## src/rtl/pipe_hazard_unit_pkg.sv

```systemverilog
// ---------------------------------------------------------------------------
// pipe_hazard_unit_pkg
// Shared constants for the pipeline hazard unit: register-number width,
// forward-select width and encodings, and the tracking-entry record kept for
// every stage after ID.
//
// Forward-select encoding (3 bits):
//   FWD_REGFILE  = 0        operand comes from the register file
//   fwd_alu(k)   = 2k+1     ALU result held in stage k
//   fwd_load(k)  = 2k+2     load data held in stage k (k >= 1 only)
// ---------------------------------------------------------------------------
package pipe_hazard_unit_pkg;

    localparam int REG_W = 5;
    localparam int FWD_W = 3;
    localparam int CNT_W = 16;

    // Only EXE, MEM and WB can be forwarded from. Anything deeper has
    // already been written back, and its select code would not fit in
    // FWD_W bits anyway.
    localparam int FWD_STAGES_MAX = 3;

    localparam logic [FWD_W-1:0] FWD_REGFILE = 3'd0;

    typedef struct packed {
        logic             valid;
        logic             wen;
        logic [REG_W-1:0] dst;
        logic             is_load;
        logic             is_mem;
    } entry_t;

    function automatic logic [FWD_W-1:0] fwd_alu(input int k);
        return FWD_W'(2 * k + 1);
    endfunction

    function automatic logic [FWD_W-1:0] fwd_load(input int k);
        return FWD_W'(2 * k + 2);
    endfunction

endpackage

```

## src/rtl/hazard_fwd_sel.sv

```systemverilog
// ---------------------------------------------------------------------------
// hazard_fwd_sel
// Priority search for one source operand: picks the youngest tracked stage
// that will write the register this operand reads, and encodes where the
// value should be taken from.
//
// Ports:
//   id_valid   in   ID holds a real instruction
//   src        in   source register number
//   use_src    in   the source is actually read
//   ent_valid  in   per-stage entry valid
//   ent_wen    in   per-stage register write enable
//   ent_load   in   per-stage "is a load"
//   ent_dst    in   per-stage destination register
//   sel        out  forward select (FWD_REGFILE / fwd_alu / fwd_load)
// ---------------------------------------------------------------------------
module hazard_fwd_sel
    import pipe_hazard_unit_pkg::*;
#(
    parameter int N = 3
) (
    input  logic                      id_valid,
    input  logic [REG_W-1:0]          src,
    input  logic                      use_src,
    input  logic [N-1:0]              ent_valid,
    input  logic [N-1:0]              ent_wen,
    input  logic [N-1:0]              ent_load,
    input  logic [N-1:0][REG_W-1:0]   ent_dst,
    output logic [FWD_W-1:0]          sel
);

    // Walk from the oldest stage to the youngest so that the youngest match
    // overwrites older ones. Register 0 is hard-wired zero, so it never
    // forwards. A load in stage 0 has no data yet; that case is a load-use
    // stall handled in the top, and the select shown meanwhile is unused.
    always_comb begin
        sel = FWD_REGFILE;
        if (id_valid && use_src && (src != '0)) begin
            for (int k = N - 1; k >= 0; k--) begin
                if (ent_valid[k] && ent_wen[k] && (ent_dst[k] == src)) begin
                    sel = (ent_load[k] && (k >= 1)) ? fwd_load(k) : fwd_alu(k);
                end
            end
        end
    end

endmodule

```

## src/rtl/pipe_hazard_unit.sv

```systemverilog
// ---------------------------------------------------------------------------
// pipe_hazard_unit
// Hazard detection and forwarding control for an in-order pipeline.
// Tracks every instruction that has left ID (stage 0 = EXE, 1 = MEM,
// 2 = WB, ...) and produces forwarding selects, load-use stalls, memory-wait
// freezes and redirect flushes.
//
// Parameters:
//   STAGES    tracked stages after ID (2..6)
//   WAIT_MAX  freeze cycles before mem_timeout is raised (1..65535)
//
// Build option:
//   HAZARD_TIMEOUT_EN  when defined, a 16-bit saturating counter measures
//                      consecutive freeze cycles and raises the sticky
//                      mem_timeout; when undefined, mem_timeout is 0 and the
//                      unit waits on memory indefinitely.
//
// Ports:
//   clk, rst_n                rising-edge clock, async active-low reset
//   id_valid                  ID holds a real instruction
//   id_rs, id_rt              ID source registers
//   id_use_rs, id_use_rt      matching source is read
//   id_wen, id_wdst           ID instruction writes id_wdst
//   id_is_load, id_is_mem     ID is lw; ID is lw or sw
//   redirect                  ID-resolved jump/branch taken
//   mio_ready                 data memory ready
//   fwd_sel_rs, fwd_sel_rt    forward selects
//   stall_if_id               hold PC and IF/ID
//   bubble_ex                 inject NOP into EXE
//   flush_if_id               squash IF/ID
//   freeze                    hold every pipeline register
//   mem_timeout               sticky memory-wait timeout
// ---------------------------------------------------------------------------
module pipe_hazard_unit
    import pipe_hazard_unit_pkg::*;
#(
    parameter int STAGES   = 3,
    parameter int WAIT_MAX = 255
) (
    input  logic             clk,
    input  logic             rst_n,
    input  logic             id_valid,
    input  logic [REG_W-1:0] id_rs,
    input  logic [REG_W-1:0] id_rt,
    input  logic             id_use_rs,
    input  logic             id_use_rt,
    input  logic             id_wen,
    input  logic [REG_W-1:0] id_wdst,
    input  logic             id_is_load,
    input  logic             id_is_mem,
    input  logic             redirect,
    input  logic             mio_ready,
    output logic [FWD_W-1:0] fwd_sel_rs,
    output logic [FWD_W-1:0] fwd_sel_rt,
    output logic             stall_if_id,
    output logic             bubble_ex,
    output logic             flush_if_id,
    output logic             freeze,
    output logic             mem_timeout
);

    localparam int NFWD = (STAGES < FWD_STAGES_MAX) ? STAGES : FWD_STAGES_MAX;

    entry_t [STAGES-1:0] ent_q;
    entry_t              id_entry;

    logic mem_wait;
    logic load_use;
    logic rs_hit0;
    logic rt_hit0;

    logic [NFWD-1:0]            fv_valid;
    logic [NFWD-1:0]            fv_wen;
    logic [NFWD-1:0]            fv_load;
    logic [NFWD-1:0][REG_W-1:0] fv_dst;

    // Stages past the forwarding window only shift; the last one is dropped.
    logic unused_entry_bits;
    assign unused_entry_bits = ^ent_q;

    // Hazard decisions. Memory wait outranks the load-use stall, which
    // outranks a redirect: a redirect seen while ID is held is simply
    // ignored because ID presents the same branch again next cycle.
    always_comb begin
        id_entry         = '0;
        id_entry.valid   = 1'b1;
        id_entry.wen     = id_wen;
        id_entry.dst     = id_wdst;
        id_entry.is_load = id_is_load;
        id_entry.is_mem  = id_is_mem;

        mem_wait = ent_q[1].valid && ent_q[1].is_mem && !mio_ready;

        rs_hit0  = id_use_rs && (id_rs != '0) && (ent_q[0].dst == id_rs);
        rt_hit0  = id_use_rt && (id_rt != '0) && (ent_q[0].dst == id_rt);
        load_use = id_valid && ent_q[0].valid && ent_q[0].wen &&
                   ent_q[0].is_load && (rs_hit0 || rt_hit0);

        freeze      = mem_wait;
        stall_if_id = mem_wait || load_use;
        bubble_ex   = load_use && !mem_wait;
        flush_if_id = redirect && !mem_wait && !load_use;
    end

    // Tracking pipeline: advances in lock-step with the datapath and holds
    // while frozen. A bubble or an empty ID slot enters as an invalid entry.
    always_ff @(posedge clk or negedge rst_n) begin
        if (!rst_n) begin
            ent_q <= '0;
        end else if (!freeze) begin
            ent_q[0] <= (id_valid && !bubble_ex) ? id_entry : '0;
            for (int k = 1; k < STAGES; k++) begin
                ent_q[k] <= ent_q[k-1];
            end
        end
    end

    // Split the forwardable stages into plain vectors for the search blocks.
    always_comb begin
        fv_valid = '0;
        fv_wen   = '0;
        fv_load  = '0;
        fv_dst   = '0;
        for (int k = 0; k < NFWD; k++) begin
            fv_valid[k] = ent_q[k].valid;
            fv_wen[k]   = ent_q[k].wen;
            fv_load[k]  = ent_q[k].is_load;
            fv_dst[k]   = ent_q[k].dst;
        end
    end

    hazard_fwd_sel #(.N(NFWD)) u_fwd_rs (
        .id_valid  (id_valid),
        .src       (id_rs),
        .use_src   (id_use_rs),
        .ent_valid (fv_valid),
        .ent_wen   (fv_wen),
        .ent_load  (fv_load),
        .ent_dst   (fv_dst),
        .sel       (fwd_sel_rs)
    );

    hazard_fwd_sel #(.N(NFWD)) u_fwd_rt (
        .id_valid  (id_valid),
        .src       (id_rt),
        .use_src   (id_use_rt),
        .ent_valid (fv_valid),
        .ent_wen   (fv_wen),
        .ent_load  (fv_load),
        .ent_dst   (fv_dst),
        .sel       (fwd_sel_rt)
    );

`ifdef HAZARD_TIMEOUT_EN
    localparam logic [CNT_W-1:0] WAIT_LIM = CNT_W'(WAIT_MAX);

    logic [CNT_W-1:0] wait_cnt;
    logic             timeout_q;
    logic [CNT_W:0]   cnt_inc;

    // One bit wider so the compare still works once the counter saturates.
    assign cnt_inc = {1'b0, wait_cnt} + {{CNT_W{1'b0}}, 1'b1};

    // Counts consecutive freeze cycles; the flag is sticky until reset and
    // does not change how the freeze itself behaves.
    always_ff @(posedge clk or negedge rst_n) begin
        if (!rst_n) begin
            wait_cnt  <= '0;
            timeout_q <= 1'b0;
        end else if (freeze) begin
            if (wait_cnt != {CNT_W{1'b1}}) begin
                wait_cnt <= cnt_inc[CNT_W-1:0];
            end
            if (cnt_inc >= {1'b0, WAIT_LIM}) begin
                timeout_q <= 1'b1;
            end
        end else begin
            wait_cnt <= '0;
        end
    end

    assign mem_timeout = timeout_q;
`else
    localparam int unused_wait_max = WAIT_MAX;
    assign mem_timeout = 1'b0;
`endif

endmodule
```

## config.mk

```make
export PLATFORM = sky130hd
export DESIGN_NAME = pipe_hazard_unit
export DESIGN_NICKNAME = d
export VERILOG_FILES = /design/src/rtl/pipe_hazard_unit_pkg.sv /design/src/rtl/hazard_fwd_sel.sv /design/src/rtl/pipe_hazard_unit.sv
export SDC_FILE = /design/constraint.sdc
export NUM_CORES = 1
export LEC_CHECK = 0
export BUFFER_PORTS_ARGS = -buffer_cell sky130_fd_sc_hd__clkbuf_2
export CORE_MARGIN = 2
export CORE_UTILIZATION = 48
export CTS_BUF_LIST = sky130_fd_sc_hd__clkbuf_8
export DETAILED_ROUTE_END_ITERATION = 16
export GPL_ROUTABILITY_DRIVEN = 0
export PLACE_DENSITY = 0.72
export SYNTH_ARGS = -nofsm -noshare
export SYNTH_HDL_FRONTEND = slang
export SYNTH_SLANG_ARGS = --single-unit
```

## constraint.sdc

```tcl
create_clock -name clk -period 3.05 [get_ports clk]
set_input_delay 0.61 -clock clk [delete_from_list [all_inputs] [get_ports clk]]
set_output_delay 0.61 -clock clk [all_outputs]
set_load 0.05 [all_outputs]
```

* Yosys cells after proc, flatten, opt, wreduce, memory -nomap -nowiden
Index checks and enable logic that the tools add are counted.
** Storage, ports and cells
- Word-level logic and storage cells :: 66
- Bits in registers :: 26
- Output and inout bits :: 11
- Input port bits :: 25
** Cells by class
- Reductions and logical operators :: 35
- Mux-type cells :: 11
- Eq/ne operators :: 6
** Operators with widths (number)
- $eq 5x5->1 :: 6
- $logic_and 1x1->1 :: 27
- $mux 3 :: 9
- $reduce_bool 5->1 :: 2
- $mux 9 :: 1
- $logic_not 1->1 :: 4
- $logic_or 1x1->1 :: 2
- $mux 2 :: 1

* Longest topological paths before layout
- Depth after elaboration :: 9
- Gate-level depth with buffers :: 6
- Depth with buffers taken out :: 5

* Modules after synthesis
From an unflattened synthesis, not the netlist that was laid out.
** Second synthesis, totals
- Cell total of the unflattened synthesis :: 210
- Area total of the unflattened synthesis :: 1970.6 sq um
** By module, submodules not included
- pipe_hazard_unit :: instances 1, area an instance 1322.5 sq um, cells each 138
- hazard_fwd_sel :: instances 2, area an instance 324.1 sq um, cells each 36

* Worst setup path after synthesis
No wires, ideal clock.
- Kind :: input to output
- Start :: input port id_rs[0]
- End :: output port fwd_sel_rs[1]
- Arrival time :: 2.146 ns
- Path slack :: 0.294 ns
- Buffers on the path :: 0
- Required time :: 2.440 ns
- Cell stages on the path :: 5
- Cell sequence :: xor2_1 > nor4_1 > o211ai_1 > or2_0 > a21oi_1
** Between the ends
- Longest elaborated chain between the ends :: 6
- Elaborated cells between the ends (all ways) :: 12
- Classes of those cells :: eq/ne: 3; mux: 4; reduce/logical: 5
** Ends and longest elaborated chain
- start, declared :: RTL line pipe_hazard_unit.sv:43 : input logic [REG_W-1:0] id_rs,
- $eq 5x5->1 :: RTL line hazard_fwd_sel.sv:40 : if (ent_valid[k] && ent_wen[k] && (ent_dst[k] == src)) begin
- $logic_and 1x1->1 :: RTL line hazard_fwd_sel.sv:40
- $mux 3 (3 in series) :: RTL line hazard_fwd_sel.sv:40
- $mux 3 (*) :: RTL line hazard_fwd_sel.sv:38 : if (id_valid && use_src && (src != '0)) begin
- end, declared :: RTL line pipe_hazard_unit.sv:53 : output logic [FWD_W-1:0] fwd_sel_rs,
Mark *: on every way between the ends. The rest lies on a longest branch, timed or not.

* Worst setup path after layout
- Start :: register ent_q[6] (netlist bit)
- End :: output port bubble_ex
** Between the ends
- Longest elaborated chain between the ends :: 5
- Elaborated cells between the ends (all ways) :: 7
- Classes of those cells :: eq/ne: 2; reduce/logical: 5
** Ends and longest elaborated chain
- start, declared :: RTL line pipe_hazard_unit.sv:64 : entry_t [STAGES-1:0] ent_q;
- start signal, assigned by index :: RTL line pipe_hazard_unit.sv:113 : ent_q[k] <= ent_q[k-1];
- $eq 5x5->1, on equally long branches :: RTL line pipe_hazard_unit.sv:94, pipe_hazard_unit.sv:95
- $logic_and 1x1->1, on equally long branches :: RTL line pipe_hazard_unit.sv:94, pipe_hazard_unit.sv:95
- $logic_or 1x1->1 (*) :: RTL line pipe_hazard_unit.sv:97 : ent_q[0].is_load && (rs_hit0 || rt_hit0);
- $logic_and 1x1->1 (*) :: RTL line pipe_hazard_unit.sv:97
- $logic_and 1x1->1 (*) :: RTL line pipe_hazard_unit.sv:101 : bubble_ex = load_use && !mem_wait;
- end, declared :: RTL line pipe_hazard_unit.sv:56 : output logic bubble_ex,
Marked as above.

==> impl_metrics.ini <==
[status]
status = completed

[detailed_routing]
vias_per_cell = 5.16
drtIter0Drc = 46
vias = 1384
wl_per_cell_um = 13.6
postRouteAntennaNets = 0
drt_wl_total_mm = 3.64
dr.pass1.iters = 6
drc = 0

[die]
row_count = 20
core_um2 = 3130
die_w_um = 61.8
initial_core_util_pct = 51.3
die_h_um = 61.8
die_area_um2 = 3820
boundaryPins = 36

[critical_path]
start_kind = flip-flop
max_stage_delay_ns = 0.45
regToRegStartpoint = ent_q[6]
cp-end-kind = primary output
startpoint = ent_q[6]
worst_path_max_delay_cell = dfrtp_1
worstPathArrival_ns = 2.21
setup.worst_path.class = reg -> out
cp_cell_sequence = xor2_1, nor4_2, nand4_1, a21oi_2, and3_1, clkbuf_2
cp_max_fo = 4
critPathTopFamily = simple AND/OR/NAND/NOR gates
critPathRequiredTime_ns = 2.44
reg2reg_slack_ns = 1.15
worstPathBufferInverterCount = 1

[grt]
grt_pass1_vias = 1296
grt_use_total_pct = 21.1
grt_max_degree = 29
antenna_found_initial = 0
grt_pass1_wl_mm = 5.79
overflow = 0

[yosys]
synthTopCellsByArea = dfrtp_1 41%, nand2_1 13%, xor2_1 11%
synth_top_family_by_area = simple AND/OR/NAND/NOR gates
synthCells = 191
syn_area_um2 = 1600
yosys.area_share.adder_pct = 0
synth_warnings = 0
yosysSeqAreaShare_pct = 40.6
synth_nets = 216
synthXorXnorAreaFrac_pct = 16.4
synth.distinct_cells = 28
syn_area_per_cell_um2 = 8.40
synth_top_area_share_pct = 40.6
synthMuxAreaShare_pct = 0
synth_compound_area_share_pct = 10.3
synthSimpleGateAreaFrac_pct = 29.3
synth_top_area_cell = dfrtp_1
ys_ff_latch = 26

[clock_network]
cts_buffer_depth = 2
ctsHoldBuffers = 0
ctsResizeCount = 0
cts_tree = built
clock-root-buffer = clkbuf_8
htreeDepth = 1
clock_latency_ns = 0.29
post_cts_buffers = 0
cts_buffers = 3
clkTransAtPathRegs_ns = 0.10
cts_num_sinks = 26

[pwr]
peakVddDrop_mv = 0.330
p_leak_nw = 0.911
power_density_nw_per_um2 = 464

[timing]
maxSlewHeadroom_pct = 57.9
max_freq_ghz = 0.355
min_period_over_period_pct = 92.5
skew_ns = 0.00677
setup_tns_ns = 0
worst_pin_slew_ns = 0.632
fin_crit_ns = 2.82
rsz0062_at_grt = no
slew_violations = 0
setup_viol = 0
hold_viol = 0

[finish]
final_nets = 250
diodes = 0
drive_gt1_share_pct = 24.1
largest_reg_flops = 26
fillCellCount = 298
areaGrowthSynthToFinish_pct = 17.3
regMostFlops = ent_q
final_core_util_pct = 60.2
top_regs = ent_q (26)

[worst_hold_path]
hold_path.class = in -> async

[placement]
hpwl_mm = 2.77
io_buffers = 34

[flow_run]
drv_cap = 0
==> through the flow <==
| step | std cells | hold WS [ns] | power [mW] | area, um^2 | setup slack (ns) |
|---|---|---|---|---|---|
| floorplan | 191 | 0.314 | 0.523 | 1600 | 0.294 |
| CTS | 268 | 0.348 | 0.877 | 1880 | 0.259 |
| detailed placement | 264 | 0.446 | 0.583 | 1810 | 0.282 |
| global placement | 264 | 0.446 | 0.580 | 1810 | 0.330 |
| global route | 268 | 0.372 | 0.917 | 1880 | 0.0965 |
| finish | 268 | 0.320 | 0.872 | 1880 | 0.229 |
==> synthesized netlist by cell type (all sizes together) <==
cell / count
nand2: 57
dfrtp: 26
xor2: 20
nand3: 11
o21ai: 10
xnor2: 10
nand4: 8
nor2: 7
a21oi: 6
nand2b: 6
clkbuf: 5
nor4: 4
or2: 4
buf: 3
inv: 3
a31oi: 2
nor3: 2
o211ai: 2
a21o: 1
and3: 1
conb: 1
nand3b: 1
o31a: 1
==> final timing paths <==
kind	to	cells after the start
max	bubble_ex	6
min	ent_q[14]	1
max reg2reg	ent_q[5]	6
min reg2reg	ent_q[9]	1
max in group asynchronous	ent_q[4]	1
min in group clk	ent_q[9]	1
==> area by class of cell <==
type / count / area [um^2] / share of cell area [%]
clock buffer: 3 / 41.3 / 2.19
clock inverter: 1 / 30.0 / 1.60
inverter: 3 / 11.3 / 0.598
multi-input combinational: 154 / 901 / 47.9
sequential: 26 / 651 / 34.6
tap: 44 / 55.1 / 2.93
timing repair buffer: 37 / 193 / 10.2
==> cells in the final DEF, fill, tap and decap left out <==
| cell | netlist | routed |
|---|---|---|
| or2_0 | 4 | 4 |
| a21oi_2 | 2 | 2 |
| inv_1 | 3 | 3 |
| nor4_2 | 2 | 2 |
| nand2b_1 | 6 | 6 |
| dfrtp_1 | 26 | 26 |
| nor4_1 | 2 | 2 |
| nand2_1 | 57 | 57 |
| bufinv_16 | 0 | 1 |
| o21ai_0 | 1 | 1 |
| xor2_1 | 20 | 20 |
| nand4_1 | 8 | 8 |
| conb_1 | 1 | 1 |
| xnor2_1 | 10 | 10 |
| clkbuf_8 | 0 | 3 |
| a21o_1 | 1 | 1 |
| a21oi_1 | 4 | 4 |
| nand3b_1 | 1 | 1 |
| o21ai_2 | 9 | 9 |
| and3_1 | 1 | 1 |
| buf_4 | 1 | 3 |
| o31a_1 | 1 | 1 |
| nor3_1 | 2 | 2 |
| a31oi_1 | 2 | 2 |
| clkbuf_2 | 0 | 34 |
| nor2_1 | 7 | 7 |
| nand3_1 | 11 | 11 |
| o211ai_1 | 2 | 2 |
==> metal layers <==
| layer | vias to the layer above | global-route usage [%] | share of wire, % |
|---|---|---|---|
| met3 | 6 | 5.59 | 3.5 |
| li1 | 700 | - | - |
| met5 | - | 0 | 0 |
| met4 | 0 | 7.90 | 2.0 |
| met2 | 27 | 35.2 | 49 |
| met1 | 651 | 26.2 | 46 |
==> power by group <==
part           leakage (nW)  internal, mW  switching [mW]
Combinational         0.543        0.0664          0.0961
Clock                0.0357         0.176           0.119
Sequential            0.332         0.376          0.0382
==> cells by family after synthesis <==
group                     after synthesis
buffers and inverters                  11
other                                   1
and+or+nand+nor                       101
DFF                                    26
AOI/OAI and AO/OA                      22
xor gates and xnor gates               30
==> worst reg2reg max path, stage by stage (launching register included) <==
cell,delay [ns]
dfrtp_1,0.45
xor2_1,0.20
nor4_2,0.37
nand4_1,0.17
a21oi_2,0.28
buf_4,0.26
o21ai_2,0.08
Power figures use the tool's default switching activity.
